File: src/rtl/amp_trig_pkg.sv
// Shared types and constants for the amplifier trigger scheduler.
package amp_trig_pkg;

    typedef enum logic [1:0] {
        IDLE    = 2'd0,
        ARMED   = 2'd1,
        RUN     = 2'd2,
        HOLDOFF = 2'd3
    } state_e;

    localparam int BLK_SIZE_DEF = 26;
    localparam int DLY_W_DEF    = 7;
    localparam int MISSED_W     = 8;
    localparam int STRETCH_CYC  = 4;

    function automatic logic [MISSED_W-1:0] sat_inc(input logic [MISSED_W-1:0] v);
        if (v == {MISSED_W{1'b1}}) begin
            sat_inc = v;
        end else begin
            sat_inc = v + {{(MISSED_W-1){1'b0}}, 1'b1};
        end
    endfunction

endpackage

File: src/rtl/amp_trig_sched_sync.sv
// trig_sync_edge: 2-FF synchroniser for an asynchronous trigger followed by a
// registered rising-edge detect; edge_o is high for exactly one clock.
module trig_sync_edge (
    input  logic clk,
    input  logic rst_n,
    input  logic async_i,
    output logic edge_o
);

    logic sync1_q, sync1_d;
    logic sync2_q, sync2_d;
    logic prev_q,  prev_d;
    logic edge_q,  edge_d;

    // Next-state for the synchroniser chain and edge register.
    always_comb begin
        sync1_d = async_i;
        sync2_d = sync1_q;
        prev_d  = sync2_q;
        edge_d  = sync2_q & ~prev_q;
    end

    // Synchroniser and edge flops.
    always_ff @(posedge clk or negedge rst_n) begin
        if (!rst_n) begin
            sync1_q <= 1'b0;
            sync2_q <= 1'b0;
            prev_q  <= 1'b0;
            edge_q  <= 1'b0;
        end else begin
            sync1_q <= sync1_d;
            sync2_q <= sync2_d;
            prev_q  <= prev_d;
            edge_q  <= edge_d;
        end
    end

    assign edge_o = edge_q;

endmodule

File: src/rtl/amp_trig_sched.sv
// Multi-channel amplifier trigger scheduler: delayed per-channel pulses after
// each accepted trigger edge. Optional macro AMP_TRIG_STRETCH_EN widens pulses.
module amp_trig_sched
    import amp_trig_pkg::*;
#(
    parameter int NUM_CH      = 4,
    parameter int BLK_SIZE    = BLK_SIZE_DEF,
    parameter int DLY_W       = DLY_W_DEF,
    parameter int HOLDOFF_CYC = 64,
    localparam int CH_W       = (NUM_CH > 1) ? $clog2(NUM_CH) : 1
) (
    input  logic                clk,
    input  logic                rst_n,
    input  logic                trigger_in,
    input  logic                arm,
    input  logic                cfg_wr,
    input  logic [CH_W-1:0]     cfg_ch,
    input  logic [DLY_W-1:0]    cfg_delay,
    input  logic                cfg_en,
    output logic [NUM_CH-1:0]   amp_trig,
    output logic                busy,
    output logic                seq_done,
    output logic [MISSED_W-1:0] missed_cnt
);

    localparam int BLK_W  = (BLK_SIZE > 1) ? $clog2(BLK_SIZE) : 1;
    localparam int HOLD_W = $clog2(HOLDOFF_CYC + 1);

    typedef logic [NUM_CH-1:0][DLY_W-1:0] dly_arr_t;

    state_e                state_q, state_d;
    logic [BLK_W-1:0]      blk_ctr_q, blk_ctr_d;
    logic [DLY_W-1:0]      mstr_ctr_q, mstr_ctr_d;
    logic [HOLD_W-1:0]     hold_ctr_q, hold_ctr_d;
    dly_arr_t              shadow_dly_q, shadow_dly_d;
    logic [NUM_CH-1:0]     shadow_en_q, shadow_en_d;
    dly_arr_t              active_dly_q, active_dly_d;
    logic [NUM_CH-1:0]     active_en_q, active_en_d;
    logic [MISSED_W-1:0]   missed_q, missed_d;
    logic [NUM_CH-1:0]     amp_trig_q, amp_trig_d;
    logic                  busy_q, busy_d;
    logic                  seq_done_q, seq_done_d;
    logic [NUM_CH-1:0]     pulse_s;
    logic                  done_now_s;
    logic                  edge_det_s;

    function automatic logic [DLY_W-1:0] max_en_dly(input dly_arr_t dly,
                                                   input logic [NUM_CH-1:0] en);
        logic [DLY_W-1:0] m;
        m = '0;
        for (int ch = 0; ch < NUM_CH; ch++) begin
            if (en[ch] && (dly[ch] > m)) begin
                m = dly[ch];
            end else begin
                m = m;
            end
        end
        return m;
    endfunction

    trig_sync_edge u_sync (
        .clk     (clk),
        .rst_n   (rst_n),
        .async_i (trigger_in),
        .edge_o  (edge_det_s)
    );

    // Shadow writes in any state; active set tracks shadow until a sequence starts.
    always_comb begin
        shadow_dly_d = shadow_dly_q;
        shadow_en_d  = shadow_en_q;
        for (int ch = 0; ch < NUM_CH; ch++) begin
            if (cfg_wr && (cfg_ch == CH_W'(ch))) begin
                shadow_dly_d[ch] = cfg_delay;
                shadow_en_d[ch]  = cfg_en;
            end else begin
                shadow_dly_d[ch] = shadow_dly_q[ch];
                shadow_en_d[ch]  = shadow_en_q[ch];
            end
        end
        if ((state_q == IDLE) || (state_q == ARMED)) begin
            active_dly_d = shadow_dly_q;
            active_en_d  = shadow_en_q;
        end else begin
            active_dly_d = active_dly_q;
            active_en_d  = active_en_q;
        end
    end

    // Sequencer next-state, block/master counters, holdoff and missed accounting.
    always_comb begin
        state_d    = state_q;
        blk_ctr_d  = blk_ctr_q;
        mstr_ctr_d = mstr_ctr_q;
        hold_ctr_d = hold_ctr_q;
        done_now_s = (state_q == RUN) && (blk_ctr_q == '0) &&
                     (mstr_ctr_q == max_en_dly(active_dly_q, active_en_q));
        case (state_q)
            IDLE: begin
                if (arm) state_d = ARMED;
                else     state_d = IDLE;
            end
            ARMED: begin
                if (!arm) begin
                    state_d = IDLE;
                end else if (edge_det_s) begin
                    state_d    = RUN;
                    blk_ctr_d  = '0;
                    mstr_ctr_d = '0;
                end else begin
                    state_d = ARMED;
                end
            end
            RUN: begin
                if (done_now_s) begin
                    state_d    = HOLDOFF;
                    hold_ctr_d = '0;
                end else if (blk_ctr_q == BLK_W'(BLK_SIZE - 1)) begin
                    blk_ctr_d  = '0;
                    mstr_ctr_d = mstr_ctr_q + DLY_W'(1);
                end else begin
                    blk_ctr_d = blk_ctr_q + BLK_W'(1);
                end
            end
            HOLDOFF: begin
                if (hold_ctr_q == HOLD_W'(HOLDOFF_CYC - 1)) begin
                    state_d = arm ? ARMED : IDLE;
                end else begin
                    hold_ctr_d = hold_ctr_q + HOLD_W'(1);
                end
            end
            default: begin
                state_d = IDLE;
            end
        endcase
        if (edge_det_s && ((state_q == RUN) || (state_q == HOLDOFF))) begin
            missed_d = sat_inc(missed_q);
        end else begin
            missed_d = missed_q;
        end
    end

    // Outputs are registered, so they are decoded from next-state values to
    // land in the same cycle the counters reach the match.
    always_comb begin
        pulse_s    = '0;
        seq_done_d = 1'b0;
        busy_d     = (state_d == RUN) || (state_d == HOLDOFF);
        if ((state_d == RUN) && (blk_ctr_d == '0)) begin
            for (int ch = 0; ch < NUM_CH; ch++) begin
                pulse_s[ch] = active_en_d[ch] && (mstr_ctr_d == active_dly_d[ch]);
            end
            seq_done_d = (mstr_ctr_d == max_en_dly(active_dly_d, active_en_d));
        end else begin
            pulse_s    = '0;
            seq_done_d = 1'b0;
        end
    end

`ifdef AMP_TRIG_STRETCH_EN
    localparam int STR_W = $clog2(STRETCH_CYC);

    logic [NUM_CH-1:0][STR_W-1:0] str_ctr_q, str_ctr_d;

    // Each pulse reloads a per-channel hold counter that keeps the output high.
    always_comb begin
        str_ctr_d  = str_ctr_q;
        amp_trig_d = '0;
        for (int ch = 0; ch < NUM_CH; ch++) begin
            if (pulse_s[ch]) begin
                str_ctr_d[ch] = STR_W'(STRETCH_CYC - 1);
            end else if (str_ctr_q[ch] != '0) begin
                str_ctr_d[ch] = str_ctr_q[ch] - STR_W'(1);
            end else begin
                str_ctr_d[ch] = str_ctr_q[ch];
            end
            amp_trig_d[ch] = pulse_s[ch] | (str_ctr_q[ch] != '0);
        end
    end

    // Stretch counters.
    always_ff @(posedge clk or negedge rst_n) begin
        if (!rst_n) begin
            str_ctr_q <= '0;
        end else begin
            str_ctr_q <= str_ctr_d;
        end
    end

    // A stretch started on the final delay must finish inside HOLDOFF.
    assert property (@(posedge clk) disable iff (!rst_n) HOLDOFF_CYC >= STRETCH_CYC);
`else
    // Single-cycle pulses.
    always_comb begin
        amp_trig_d = pulse_s;
    end
`endif

    // State, configuration and output registers.
    always_ff @(posedge clk or negedge rst_n) begin
        if (!rst_n) begin
            state_q      <= IDLE;
            blk_ctr_q    <= '0;
            mstr_ctr_q   <= '0;
            hold_ctr_q   <= '0;
            shadow_dly_q <= '0;
            shadow_en_q  <= '0;
            active_dly_q <= '0;
            active_en_q  <= '0;
            missed_q     <= '0;
            amp_trig_q   <= '0;
            busy_q       <= 1'b0;
            seq_done_q   <= 1'b0;
        end else begin
            state_q      <= state_d;
            blk_ctr_q    <= blk_ctr_d;
            mstr_ctr_q   <= mstr_ctr_d;
            hold_ctr_q   <= hold_ctr_d;
            shadow_dly_q <= shadow_dly_d;
            shadow_en_q  <= shadow_en_d;
            active_dly_q <= active_dly_d;
            active_en_q  <= active_en_d;
            missed_q     <= missed_d;
            amp_trig_q   <= amp_trig_d;
            busy_q       <= busy_d;
            seq_done_q   <= seq_done_d;
        end
    end

    assign amp_trig   = amp_trig_q;
    assign busy       = busy_q;
    assign seq_done   = seq_done_q;
    assign missed_cnt = missed_q;

endmodule

File: config.mk
export PLATFORM = sky130hd
export DESIGN_NAME = amp_trig_sched
export DESIGN_NICKNAME = d
export VERILOG_FILES = /design/src/rtl/amp_trig_pkg.sv /design/src/rtl/amp_trig_sched_sync.sv /design/src/rtl/amp_trig_sched.sv
export SDC_FILE = /design/constraint.sdc
export NUM_CORES = 1
export LEC_CHECK = 0
export BUFFER_PORTS_ARGS = -buffer_cell sky130_fd_sc_hd__buf_4
export CORE_MARGIN = 3
export CORE_UTILIZATION = 65
export CTS_BUF_LIST = sky130_fd_sc_hd__clkbuf_8
export DETAILED_ROUTE_END_ITERATION = 16
export PLACE_DENSITY_LB_ADDON = 0.2
export SLEW_MARGIN = 20
export SYNTH_ARGS = -nofsm -noshare
export SYNTH_HDL_FRONTEND = slang
export SYNTH_SLANG_ARGS = --single-unit
File: constraint.sdc
create_clock -name clk -period 8.15 [get_ports clk]
set_clock_uncertainty 0.05 [all_clocks]
set_input_delay 0.4075 -clock clk [delete_from_list [all_inputs] [get_ports clk]]
set_output_delay 0.4075 -clock clk [all_outputs]
set_load 0.01 [all_outputs]
Word-level counts from Yosys, hierarchy flattened. Index checks and enable logic that the tools add are counted.

Register bits: 103. Bits of input ports: 15. Output and inout bits: 14. Word-level logic and storage cells: 124.

$add $sub $neg: 4. Order comparisons: 8. Equality and inequality tests: 19. Mux-type cells: 35. Bitwise logic cells: 3. Reduce and logical (&&, ||, !) cells: 30.

Operators by type and width (count): $mux W7 (18); $eq A7 B7 Y1 (6); $gt A7 B7 Y1 (6); $mux W28 (1); $pmux W7 S2 (2); $logic_and A1 B1 Y1 (20); $mux W5 (4); $add A7 B1 Y7 const B (2); $gt A7 B1 Y1 const B (2); $eq A2 B2 Y1 const B (6); $logic_not A5 Y1 (2); $pmux W5 S2 (1); $add A8 B1 Y8 const B (1); $eq A8 B8 Y1 const B (1); $mux W2 (4); $mux W4 (2); $pmux W2 S4 (1); $eq A7 B6 Y1 const B (1); $add A5 B1 Y5 const B (1); $eq A5 B5 Y1 const B (1); $eq A2 B1 Y1 const B (2); $logic_not A2 Y1 (2); $ne A2 B2 Y1 const B (2); $logic_or A1 B1 Y1 (3); 6 further kinds (8).

Depth between registers and ports, before layout. Gate-level depths: netlist of the first run.

Depth after elaboration: 33. Gate-level depth with buffers: 31. Depth with buffers taken out: 26.

Cells and area by module. From an unflattened synthesis of the first run, not the netlist that was laid out.

Cell total of the unflattened synthesis: 669. Area, all modules: 6850.3 µm².

Modules (own cells, without submodules): amp_trig_sched (instances 1, cells each 664, area an instance 6736.5 µm², sequential area each 2477.4 µm²); trig_sync_edge (instances 1, cells each 5, area an instance 113.9 µm², sequential area each 100.1 µm²).

Worst setup path after synthesis of the first run. OpenSTA, ideal clock, no wires.

Path kind: flip-flop to flip-flop. From: reg state_q[1]. To: reg seq_done_q (netlist: seq_done). Arrival: 7.021 ns. Data required time: 7.995 ns. Path slack: 0.974 ns. Cell stages (with the launch flop): 30. Buffers on the path: 5. Clock period less this slack: 7.176 ns. Cell sequence: dfrtp_1 -> clkbuf_1 -> buf_2 -> buf_2 -> mux2_2 -> ha_1 -> nor2b_1 -> o21ai_0 -> a21oi_1 -> o21ai_1 -> mux2_2 -> ha_1 -> a21o_1 -> a21oi_1 -> nor2b_1 -> a221oi_1 -> clkbuf_1 -> mux2_2 -> ha_1 -> nor2b_1 -> o21a_1 -> o21a_1 -> o211ai_1 -> clkbuf_1 -> nor2_1 -> a211oi_1 -> xnor2_1 -> o2111ai_1 -> nor4_1 -> nor4b_1.

RTL lines: start, declared (line amp_trig_sched.sv:31) `state_e state_q, state_d;`; start signal, assigned (line amp_trig_sched.sv:215) `state_q <= state_d;`; end signal, assigned (line amp_trig_sched.sv:226) `seq_done_q <= seq_done_d;`; end, declared (line amp_trig_sched.sv:42) `logic seq_done_q, seq_done_d;`.

==> run metrics, run 1 <==
element type at the critical path end=flop; number of storage elements in the synthesis netlist=103; result of the run=finished clean; root buf cell=clkbuf_8; maximum net fanout on the critical path=19; Buffers & Inverters on Critical Path=2; Top delay family on crit path=compound AO/OA/AOI/OAI gates; minimum hold slack=0.07977 ns; delay of the slowest cell on the worst path=0.81 ns; final period demand of the worst path=7.729 ns; effective utilization at floorplan=0.6822; Post-DP Area=0.007127 mm²; total global-route track usage=0.3219; core area=0.01000 mm²; routed wire length=17990 µm; remaining design rule violation count=0; final max-slew violation count=0; CTS tree=yes; Crit path depth=26; synthesized netlist cell count=681; number of nets in the synthesized netlist=749; GPL Wtd Cong=1.047; share of async-settable or async-resettable flops after synthesis=1.000; estimated wirelength of the detail-placed design=13950 µm; Max-Cap Viols=0; nature of the critical path startpoint=flop; top library cells by usage in the layout, fill and taps aside=dfrtp_1, nand2_1, mux2_2, ha_1, inv_1; distinct cell type count after synthesis=67; Die Outline Area=0.01176 mm²; Slew headroom=0.3544; routed vias/inst=6.671; number of rows in the core area=36; # Post-CTS Setup Buffers=0; total number of yosys warnings=0; critical path class=reg2reg; number of flops mapped to enable cells by yosys=0; per-instance average area after synthesis=10.02 µm²; Max clock buf depth=2; final-report hold violation count=0; cell type of the slowest stage on the worst timing path=dfrtp_1; Num Clock Sinks=103; maximum frequency from static timing analysis=129.4 MHz; # H-tree levels=3; commonest non-fill, non-tap cell in the layout=dfrtp_1; clock latency on the worst-skew pair=0.39 ns; setup repair after global routing missed its margin=no; height of the die=108.4 µm; areal power density over the cells=136.3 mW/mm²; slew at the pin with the worst max-slew slack=0.9684 ns; fraction of layout instances using a drive strength above 1=0.1827; area growth from synthesis to layout=7.337%; remaining antenna violation count=0; Filler cells=753; Via Count=5597; number of DRC violations after detailed-routing iteration 0=473; total overflow reported by the global router=0; Top FF cell, synth=dfrtp_1; worst supply voltage drop on vdd=0.2063 mV; Seq/Total Area, Yosys=0.3778; IO Port Bufs=28; via count of the first global-routing pass=5348; class of the tightest hold or removal check=in2reg; Finished Cell Area=0.007322 mm²; fraction of the cycle the final worst path needs=0.9483; pin count of the biggest net entering global routing=56; Pleak=3.543 nW; number of stages on the worst hold path=1; setup violators final=0; data arrival time at the worst-slack endpoint=7.96 ns; clk slew on worst S/H paths=0.09 ns; 1st-pass router iterations=5; first-pass GRT wire length=28870 µm; antenna cell count=0; clock buffers created by TritonCTS=9; post-DR wirelength/cell=21.44 µm; critical path data required time=8.38 ns; netlist area before placement=0.006822 mm²; depth of the most critical reg-to-reg path=26; number of antenna violations at the first check in global routing=0; Top-Level Pins=29; aggregate negative setup slack=0 ns; Chip Width=108.4 µm; final net count=771
-- cell usage after synthesis (11+ instances only) --
| cell type | count | area (µm²) |
|---|---|---|
| xnor2_1 | 22 | 192.7 |
| dfrtp_1 | 103 | 2577 |
| ha_1 | 53 | 663.1 |
| clkbuf_1 | 16 | 60.06 |
| nand3_1 | 27 | 135.1 |
| o21ai_0 | 22 | 110.1 |
| and3_1 | 15 | 93.84 |
| nand2_1 | 62 | 232.7 |
| nor2_1 | 32 | 120.1 |
| inv_1 | 39 | 146.4 |
| nor2b_1 | 12 | 75.07 |
| mux2i_1 | 20 | 200.2 |
| xor2_1 | 11 | 96.34 |
| mux2_2 | 62 | 698.2 |
| a21oi_1 | 27 | 135.1 |
-- worst reg2reg max path, cell delays in order (launching register included) --
cell,delay [ns]
dfrtp_1,0.81
buf_4,0.42
mux2_2,0.41
nand2_1,0.10
ha_1,0.26
a21oi_1,0.13
o21ai_0,0.09
o21ai_1,0.54
mux2i_1,0.28
ha_1,0.36
nor2b_1,0.20
o21a_1,0.13
o21ai_0,0.08
a221oi_1,0.28
buf_4,0.27
mux2_2,0.36
ha_1,0.29
nor2b_1,0.14
o21a_1,0.17
o21a_1,0.17
o211ai_1,0.64
nor2b_1,0.31
a211oi_1,0.13
xnor2_1,0.21
o2111ai_1,0.17
nor4_1,0.34
nor4b_1,0.28
-- path summary, 6_finish.rpt --
| path | end | from | slack, ns |
|---|---|---|---|
| max | seq_done | state_q[1] | 0.42 |
| min | u_sync.sync1_q | trigger_in | 0.08 |
| max reg2reg | seq_done | state_q[1] | 0.42 |
| min reg2reg | u_sync.prev_d | u_sync.sync1_q | 0.31 |
| max in group asynchronous | amp_trig[0] | rst_n | 6.40 |
| min in group asynchronous | missed_cnt[0] | rst_n | 0.51 |
-- routing by layer --
| layer | wire [µm] | global-route usage | vias to the layer above | part of all wire |
|---|---|---|---|---|
| met1 | 8085 | 0.4637 | 2764 | 0.45 |
| li1 | - | - | 2560 | - |
| met3 | 1238 | 0.05731 | 34 | 0.069 |
| met5 | 0 | 0 | - | 0 |
| met4 | 373 | 0.09468 | 0 | 0.021 |
| met2 | 8290 | 0.4996 | 239 | 0.46 |
-- layout make-up --
class | count | area (µm²) | area share
Sequential cell | 103 | 2577 | 0.3520
Multi-Input combinational cell | 518 | 4020 | 0.5490
Tap cell | 133 | 166.4 | 0.02273
Inverter | 39 | 146.4 | 0.01999
Timing Repair Buffer | 32 | 242.7 | 0.03315
Clock buffer | 10 | 137.6 | 0.01880
Clock inverter | 4 | 31.28 | 0.004272
-- state kept, by name, summed over array words and instances (netlist names), 5 cells and up --
register and cells:
hold_ctr_q 7, mstr_ctr_q 7, blk_ctr_q 5, shadow_dly_q 28, active_dly_q 28, missed_cnt 8
-- kinds of logic after synthesis --
logic type	synth area share
AOI/OAI and AO/OA	0.1605
xor gates and xnor gates	0.04237
adders and majority gates	0.09721
buffers and inverters	0.03522
DFF	0.3778
muxes	0.1337
and+or+nand+nor	0.1532
-- metrics by stage --
step | util | setup WS [ns] | cells | power, mW
after floorplan | - | 0.9741 | 681 | 0.6445
after global placement | 0.7127 | 0.7476 | 824 | 0.7037
after detailed placement | 0.7127 | 0.6530 | 824 | 0.7138
after CTS | 0.7306 | 0.6303 | 839 | 1.001
after global routing | 0.7322 | 0.03029 | 839 | 1.037
final | 0.7322 | 0.4210 | 839 | 0.9981
-- power by group --
group / internal (mW) / switching [mW]
sequential: 0.555 / 0.0465
combinational: 0.0575 / 0.0465
clock: 0.118 / 0.175
-- repair_timing --
item,in CTS,in global routing
setup endpoints to repair,0,4
resized for setup,0,1
hold endpoints to repair,47,0
hold buffers,1,0
No activity file was read; power rests on OpenSTA's default activity.
==> run 2: changes to the inputs <==
--- a/config.mk
+++ b/config.mk
@@ -10,6 +10,7 @@
 export CORE_UTILIZATION = 65
 export CTS_BUF_LIST = sky130_fd_sc_hd__clkbuf_8
 export DETAILED_ROUTE_END_ITERATION = 16
+export GPL_TIMING_DRIVEN = 0
 export PLACE_DENSITY_LB_ADDON = 0.2
 export SLEW_MARGIN = 20
 export SYNTH_ARGS = -nofsm -noshare
==> run 2 against run 1 <==
First-iteration DRC count increased by 36%. Combinational power about the same. Final cell count increased by 2.1%. Via count increased by 0.16%. Hold slack got worse by 0.015 ns. Largest power group unchanged. Highest routed layer unchanged.
==> run metrics, run 2 (synthesis gave the netlist of run 1 again) <==
Design Power=1.021 mW; top routing layer in use=met4; root buf cell=clkbuf_8; commonest non-fill, non-tap cell in the layout=dfrtp_1; effective utilization at floorplan=0.6822; 1st-pass router iterations=5; Top-Level Pins=29; clock latency on the worst-skew pair=0.38 ns; areal power density over the cells=137.3 mW/mm²; total overflow reported by the global router=0; number of antenna violations at the first check in global routing=0; Pleak=3.588 nW; nature of the critical path startpoint=flop; amount of wire on met3 after detailed routing=1247 µm; IO Port Bufs=28; remaining antenna violation count=0; Max-Cap Viols=0; final net count=787; fraction of layout instances using a drive strength above 1=0.1906; reg2reg setup slack=0.43 ns; Slew headroom=0.2824; core area=0.01000 mm²; number of placed cells counting well taps=842; Via Count=5606; Num Clock Sinks=103; fraction of the cycle the final worst path needs=0.9468; pin count of the biggest net entering global routing=104; final max-slew violation count=0; slew at the pin with the worst max-slew slack=1.076 ns; via count of the first global-routing pass=5454; first-pass GRT wire length=28660 µm; result of the run=finished clean; delay of the slowest cell on the worst path=0.59 ns; setup violators final=0; post-DR wirelength/cell=21.17 µm; clk slew on worst S/H paths=0.10 ns; antenna cell count=0; data arrival time at the worst-slack endpoint=7.95 ns; clock buffers created by TritonCTS=9; area growth from synthesis to layout=9.061%; total of cells resized after clock tree synthesis=3; Routed met2 length=8451 µm; number of buffers added to fix hold violations after cts=0; top library cells by usage in the layout, fill and taps aside=dfrtp_1, nand2_1, mux2_2, ha_1, inv_1; # Post-CTS Setup Buffers=0; worst supply voltage drop on vdd=0.1862 mV; class of the tightest hold or removal check=in2async; Filler cells=743; routed vias/inst=6.541; height of the die=108.4 µm; element type at the critical path end=flop; setup repair after global routing missed its margin=no; cell type of the slowest stage on the worst timing path=dfrtp_1; final-report hold violation count=0; routed wire length=18150 µm; Chip Width=108.4 µm; launch instance of the worst register-to-register path=state_q[1]; total global-route track usage=0.3197; depth of the most critical reg-to-reg path=29; number of DRC violations after detailed-routing iteration 0=644; GPL Wtd Cong=1.008; worst flop-to-flop path endpoint=seq_done; final period demand of the worst path=7.716 ns; Die Outline Area=0.01176 mm²; total routed wire length on the met1 layer=8058 µm; # H-tree levels=3; Finished Layout Cells=857; estimated wirelength of the detail-placed design=13800 µm; critical path class=reg2reg; Max clock buf depth=2; remaining design rule violation count=0; critical path data required time=8.38 ns; maximum net fanout on the critical path=10; number of rows in the core area=36; maximum frequency from static timing analysis=129.6 MHz; CTS tree=yes
[run 2: cell count changes in the layout (fill, tap and decap cells not counted), sizes merged]
cell	delta
clkinv	+1
inv	+1
clkbuf	+15
dlygate4sd3	-1
buf	+2
[run 2: cell type report]
type	count	area, µm²	area share
buffer	20	92.59	0.01245
sequential	103	2577	0.3465
inverter	39	146.4	0.01968
clock buffer	10	137.6	0.01850
clock inverter	6	62.56	0.008409
tap	133	166.4	0.02237
timing repair buffer	28	214.0	0.02876
multi-input combinational	518	4043	0.5434
[run 2: critical path, delay by kind of cell, from the launching register on]
kind / cells / cell delay, ns
AOI/OAI and AO/OA: 11 / 2.13
buffers and inverters: 6 / 1.78
muxes: 3 / 1.05
and+or+nand+nor: 5 / 0.96
adders and majority gates: 3 / 0.89
DFF: 1 / 0.59
xor gates and xnor gates: 1 / 0.16
[run 2: metal layers]
layer	vias to the layer above	GRT usage
met3	29	0.04299
met2	209	0.5040
met5	-	0
met4	0	0.08837
met1	2780	0.4650
li1	2588	-
[run 2: through the flow]
step / instance area (µm²) / hold slack [ns] / util / setup slack (ns) / setup TNS, ns
detailed placement: 7202 / 0.2885 / 0.7202 / -0.4388 / -0.4388
global placement: 7198 / 0.2859 / 0.7198 / -0.3506 / -0.3506
CTS: 7413 / 0.06449 / 0.7414 / 0.09953 / 0
floorplan: 6822 / 0.06191 / - / 0.9741 / 0
finish: 7440 / 0.06524 / 0.7440 / 0.4337 / 0
global route: 7440 / 0.05667 / 0.7440 / 0.08232 / 0
[run 2: how the worst max path moves through the flow]
| stage | from | endpoint | slack [ns] | depth (start not counted) |
|---|---|---|---|---|
| after floorplan | state_q[1] | seq_done | 0.97 | 29 |
| after global placement | state_q[1] | seq_done | -0.35 | 30 |
| after detailed placement | state_q[1] | seq_done | -0.44 | 30 |
| after CTS | state_q[1] | seq_done | 0.1 | 30 |
| after global routing | state_q[1] | seq_done | 0.08 | 29 |
| final | state_q[1] | seq_done | 0.43 | 29 |
[run 2: report_power, final]
| group | switching (mW) | internal (mW) | leakage (nW) |
|---|---|---|---|
| combinational | 0.0468 | 0.0572 | 2.19 |
| clock | 0.191 | 0.127 | 0.102 |
| sequential | 0.0446 | 0.555 | 1.29 |
